[src/rtl/regfile_port_sequencer.sv]
// Round-robin sequencer for the shared register-file write port, with an optional
// byte read-modify-write path through read port 2 (enabled by `REGSEQ_BYTE_RMW_EN`).
module regfile_port_sequencer #(
   parameter int ADDR_W = 5,
   parameter int DATA_W = 32,
   parameter int CNT_W  = 16
) (
   input  logic              clk,
   input  logic              reset_n,
   input  logic              req0_valid,
   output logic              req0_ready,
   input  logic [ADDR_W-1:0] req0_reg,
   input  logic [DATA_W-1:0] req0_data,
   input  logic              req0_byte,
   input  logic              req1_valid,
   output logic              req1_ready,
   input  logic [ADDR_W-1:0] req1_reg,
   input  logic [DATA_W-1:0] req1_data,
   input  logic              req1_byte,
   output logic [ADDR_W-1:0] rf_read_reg,
   input  logic [DATA_W-1:0] rf_read_data,
   output logic [ADDR_W-1:0] rf_write_reg,
   output logic [DATA_W-1:0] rf_write_data,
   output logic              rf_regWrite,
   output logic              busy,
   output logic [CNT_W-1:0]  wr_count
);

   typedef enum logic [1:0] {
      IDLE  = 2'd0,
      READ  = 2'd1,
      WRITE = 2'd2
   } state_e;

`ifdef REGSEQ_BYTE_RMW_EN
   localparam bit RMW_EN = 1'b1;
`else
   localparam bit RMW_EN = 1'b0;
`endif

   // Low byte from the request, upper bits from base (zero for a plain byte write).
   function automatic logic [DATA_W-1:0] byte_merge(input logic [DATA_W-1:0] base,
                                                    input logic [7:0]        lsb);
      return {base[DATA_W-1:8], lsb};
   endfunction

   state_e              state_q, state_d;
   logic                last_grant_q, last_grant_d;
   logic [ADDR_W-1:0]   wr_reg_q, wr_reg_d;
   logic [DATA_W-1:0]   wr_data_q, wr_data_d;
   logic                we_q, we_d;
   logic [CNT_W-1:0]    cnt_q, cnt_d;

   logic                gnt0_s, gnt1_s, hs_s;
   logic [ADDR_W-1:0]   sel_reg_s;
   logic [DATA_W-1:0]   sel_data_s;
   logic                sel_byte_s;

`ifdef REGSEQ_BYTE_RMW_EN
   logic [ADDR_W-1:0]   lat_reg_q, lat_reg_d;
   logic [7:0]          lat_byte_q, lat_byte_d;
   logic [ADDR_W-1:0]   rd_reg_q, rd_reg_d;
   logic                unused_rd_lsb_s;
   assign unused_rd_lsb_s = ^rf_read_data[7:0];
`else
   logic                unused_rd_data_s;
   assign unused_rd_data_s = ^rf_read_data;
`endif

   // State register.
   always_ff @(posedge clk or negedge reset_n) begin
      if (!reset_n) begin
         state_q <= IDLE;
      end else begin
         state_q <= state_d;
      end
   end

   // Next-state logic.
   always_comb begin
      state_d = state_q;
      case (state_q)
         IDLE: begin
            if (hs_s) begin
               state_d = (sel_byte_s && RMW_EN) ? READ : WRITE;
            end else begin
               state_d = IDLE;
            end
         end
`ifdef REGSEQ_BYTE_RMW_EN
         READ:    state_d = WRITE;
`endif
         WRITE:   state_d = IDLE;
         default: state_d = IDLE;
      endcase
   end

   // Grant outputs: only in IDLE, ties go to the requester not granted last.
   always_comb begin
      gnt0_s = 1'b0;
      gnt1_s = 1'b0;
      if (reset_n && (state_q == IDLE)) begin
         gnt0_s = req0_valid && (!req1_valid || last_grant_q);
         gnt1_s = req1_valid && (!req0_valid || !last_grant_q);
      end else begin
         gnt0_s = 1'b0;
         gnt1_s = 1'b0;
      end
   end

   assign hs_s       = gnt0_s | gnt1_s;
   assign sel_reg_s  = gnt1_s ? req1_reg  : req0_reg;
   assign sel_data_s = gnt1_s ? req1_data : req0_data;
   assign sel_byte_s = gnt1_s ? req1_byte : req0_byte;

   // Datapath next-state: latch on handshake, load the write port on entry to WRITE.
   always_comb begin
      last_grant_d = last_grant_q;
      wr_reg_d     = wr_reg_q;
      wr_data_d    = wr_data_q;
      we_d         = 1'b0;
      cnt_d        = we_q ? (cnt_q + CNT_W'(1)) : cnt_q;
`ifdef REGSEQ_BYTE_RMW_EN
      lat_reg_d    = lat_reg_q;
      lat_byte_d   = lat_byte_q;
      rd_reg_d     = {ADDR_W{1'b0}};
`endif
      case (state_q)
         IDLE: begin
            if (hs_s) begin
               last_grant_d = gnt1_s;
`ifdef REGSEQ_BYTE_RMW_EN
               lat_reg_d    = sel_reg_s;
               lat_byte_d   = sel_data_s[7:0];
`endif
               if (state_d == WRITE) begin
                  wr_reg_d  = sel_reg_s;
                  wr_data_d = sel_byte_s ? byte_merge({DATA_W{1'b0}}, sel_data_s[7:0])
                                         : sel_data_s;
                  we_d      = (sel_reg_s != {ADDR_W{1'b0}});
               end else begin
`ifdef REGSEQ_BYTE_RMW_EN
                  rd_reg_d  = sel_reg_s;
`endif
                  we_d      = 1'b0;
               end
            end else begin
               last_grant_d = last_grant_q;
            end
         end
`ifdef REGSEQ_BYTE_RMW_EN
         READ: begin
            wr_reg_d  = lat_reg_q;
            wr_data_d = byte_merge(rf_read_data, lat_byte_q);
            we_d      = (lat_reg_q != {ADDR_W{1'b0}});
         end
`endif
         WRITE:   we_d = 1'b0;
         default: we_d = 1'b0;
      endcase
   end

   // Datapath and output registers; a reset mid-sequence drops the in-flight write.
   always_ff @(posedge clk or negedge reset_n) begin
      if (!reset_n) begin
         last_grant_q <= 1'b1;
         wr_reg_q     <= {ADDR_W{1'b0}};
         wr_data_q    <= {DATA_W{1'b0}};
         we_q         <= 1'b0;
         cnt_q        <= {CNT_W{1'b0}};
`ifdef REGSEQ_BYTE_RMW_EN
         lat_reg_q    <= {ADDR_W{1'b0}};
         lat_byte_q   <= 8'h00;
         rd_reg_q     <= {ADDR_W{1'b0}};
`endif
      end else begin
         last_grant_q <= last_grant_d;
         wr_reg_q     <= wr_reg_d;
         wr_data_q    <= wr_data_d;
         we_q         <= we_d;
         cnt_q        <= cnt_d;
`ifdef REGSEQ_BYTE_RMW_EN
         lat_reg_q    <= lat_reg_d;
         lat_byte_q   <= lat_byte_d;
         rd_reg_q     <= rd_reg_d;
`endif
      end
   end

   assign req0_ready    = gnt0_s;
   assign req1_ready    = gnt1_s;
   assign rf_write_reg  = wr_reg_q;
   assign rf_write_data = wr_data_q;
   assign rf_regWrite   = we_q;
   assign busy          = (state_q != IDLE);
   assign wr_count      = cnt_q;
`ifdef REGSEQ_BYTE_RMW_EN
   assign rf_read_reg   = rd_reg_q;
`else
   assign rf_read_reg   = {ADDR_W{1'b0}};
`endif

endmodule

[config.mk]
export PLATFORM = sky130hd
export DESIGN_NAME = regfile_port_sequencer
export DESIGN_NICKNAME = d
export VERILOG_FILES = /design/src/rtl/regfile_port_sequencer.sv
export SDC_FILE = /design/constraint.sdc
export NUM_CORES = 1
export LEC_CHECK = 0
export BUFFER_PORTS_ARGS = -buffer_cell sky130_fd_sc_hd__clkbuf_2
export CAP_MARGIN = 10
export CORE_MARGIN = 2
export CORE_UTILIZATION = 39
export DETAILED_ROUTE_END_ITERATION = 8
export GPL_ROUTABILITY_DRIVEN = 0
export PLACE_DENSITY = 0.83
export SLEW_MARGIN = 5
export SYNTH_ARGS = -nofsm -noshare
export SYNTH_HDL_FRONTEND = slang
export SYNTH_SLANG_ARGS = --single-unit
[constraint.sdc]
create_clock -name clk -period 1.5 [get_ports clk]
set_input_delay 0.15 -clock clk [delete_from_list [all_inputs] [get_ports clk]]
set_output_delay 0.15 -clock clk [all_outputs]
set_load 0.05 [all_outputs]
==> reports/qor.yml <==
timing:
  rsz0062_at_grt: "yes"
  slew_violations: 0
  skew_ns: 0.00554
  tightest_slew_ns: 0.518
  min_period_over_period: 1.06
  hold_viol_final: 0
  fin_setup_tns_ns: -0.287
  fin_ws_ns: -0.0969
  max_freq_ghz: 0.626
  setup_violations: 15
  slew_headroom: 0.653
  period_needed_ns: 1.60
power:
  ir_drop_mv: 0.539
  power_w: 0.00519
  leakagePower_nw: 2.17
  p_per_area_nw_per_um2: 1190
yosys:
  netlist_top_cells_area: "dfrtp_1 (48%), o311ai_2 (7.9%), nand2_1 (6.0%)"
  syn-cell-area_sq_um: 2890
  synth.ff_latch_count: 56
  synth_fa_ha_area_frac: 0.00433
  synth-simple-area-share: 0.178
  syn-instance-count: 288
  synth.mux.area_fraction: 0.00389
  synth_edf_count: 0
  seq_area_frac_synth: 0.485
  synthArstFlopShare: 1.00
  yosysWarnings: 0
  synth_top_family_by_area: "compound AO/OA/AOI/OAI gates"
  synth_top_cell_by_area: "dfrtp_1"
  synth_top_area_frac: 0.476
  syn_area_per_cell_sq_um: 10.0
  synth_xor_area_frac: 0.0454
  synth_compound_area_frac: 0.198
  ys_types: 34
  synth_top_flop_cell: "dfrtp_1"
global_routing:
  grt_max_degree: 38
  antenna_found_initial: 0
  grt_overflow: 0
  grt_pass1_vias: 2791
  grt_first_pass_wirelength_mm: 12.9
  grt_usage: 0.193
clock_tree:
  clockBufferDepth: 2
  clk_latency_ns: 0.31
  clockRootBuffer: "clkbuf_8"
  cts_tree: "done"
  path_clk_slew_ns: 0.10
  numCtsBuffers: 5
  cts_max_level: 2
  cts.sinks: 56
detailed_routing:
  via_per_inst: 4.94
  wl_per_cell_um: 14.8
  drt_iter0_drc: 63
  postRouteAntennaNets: 0
  vias: 2690
  firstDrtPassIters: 4
  route.detailed.drc: 0
  routed_wl_mm: 8.05
finish:
  area_delta_synth_final_pct: 51.4
  fin_nets: 558
  drive_gt1_frac: 0.531
  diodes: 0
  mostFrequentLayoutCells: "clkbuf_2 (134), nand2_1 (46), dfrtp_1 (46)"
  utilization: 0.607
  nFillCells: 618
  largest_register_ffs: 32
  finalInstanceArea_sq_um: 4380
  final_common_cell: "clkbuf_2"
placement:
  portBuffers: 136
  postPlaceCellArea_sq_um: 3800
  dp_hpwl_mm: 5.43
status:
  violations: "negative setup slack"
  status: "finished, violations left"
flow_run:
  cap_violations: 0
critical_path:
  arrival_ns: 1.45
  end_kind: "output pin"
  worstReg2RegStart: "state_q[1]"
  crit_path_start_kind: "register"
  cp_max_fo: 4
  startpoint: "state_q[1]"
  required_ns: 1.35
  crit_type: "register to output pin"
floorplan:
  die_w_um: 90.1
  core-area_sq_um: 7210
  die_h_um: 90.1
  pin_count: 174
  die_area_sq_um: 8120
  initial_core_util: 0.401
  fp-row-count: 31
worst_hold_path:
  min_from: "req0_data[3]"
  hold_path.class: "input pin to register"
[kinds of logic after synthesis]
group | after synthesis
mux | 1
xor+xnor | 15
simple gates | 111
flops | 56
other cells | 1
compound gates | 54
fa+ha+maj | 1
buf+inv | 49
[critical path: stages (launching register included)]
cell and delay, ns:
dfrtp_2 0.44, nand3b_1 0.19, a21o_1 0.21, inv_4 0.08, buf_12 0.10, buf_12 0.12
[power breakdown]
| part | total, W | switching [W] | internal (W) |
|---|---|---|---|
| clock network | 0.00105 | 0.000502 | 0.000547 |
| registers | 0.00199 | 0.000213 | 0.00178 |
| logic | 0.00216 | 0.00146 | 0.000691 |
| total | 0.00519 | 0.00218 | 0.00301 |
[final timing paths]
kind	endpoint	slack (ns)	depth (start not counted)
setup / recovery	req1_ready	-0.1	5
hold / removal	rf_write_data[3]	0.05	3
setup reg to reg	rf_write_reg[2]	-0.03	7
hold reg to reg	wr_count[15]	0.48	1
max in group asynchronous	wr_count[5]	0.58	3
min in group asynchronous	rf_write_data[8]	0.46	3
[metal layers]
layer  share of wire  wire (um)  GRT usage
met2            0.51       4150      0.350
met5               0          0          0
met4           0.015        123     0.0436
met1            0.42       3350      0.235
met3           0.054        435     0.0402
[cell usage after synthesis (5+ instances only)]
library cell	instances
inv_1	27
buf_4	8
nand3_1	27
dfrtp_1	55
xor2_1	5
buf_2	8
xnor2_1	10
o311ai_4	6
o311ai_2	14
a21oi_1	27
nor2_1	18
nand2_1	46
[repair_timing]
item / 4_1_cts / 5_1_grt
endpoints found under the hold margin: 35 / 0
hold buffers: 1 / 0
pin swaps: 7 / 9
resized for setup: 13 / 29
cloned: 2 / 6
buffers inserted: 3 / 4
setup endpoints to repair: 27 / 43
[area by class of cell]
class	instances	area, sq um	share of cell area
repair buffers	167	1150	0.262
clock buffers	6	82.6	0.0189
flip-flops and latches	56	1410	0.323
clock inverters	2	38.8	0.00886
well taps	99	124	0.0283
inverters	28	108	0.0246
multi-input cells	187	1460	0.334
[through the flow]
stage	hold WS, ns	worst slack [ns]	instances
3_5_place_dp	0.230	-0.0376	521
2_1_floorplan	-0.146	-0.0484	292
4_1_cts	0.0302	-0.102	535
6_report	0.0475	-0.0969	545
5_1_grt	0.0293	-0.171	545
3_3_place_gp	0.235	0.0262	521
No activity file was read; power rests on OpenSTA's default activity.
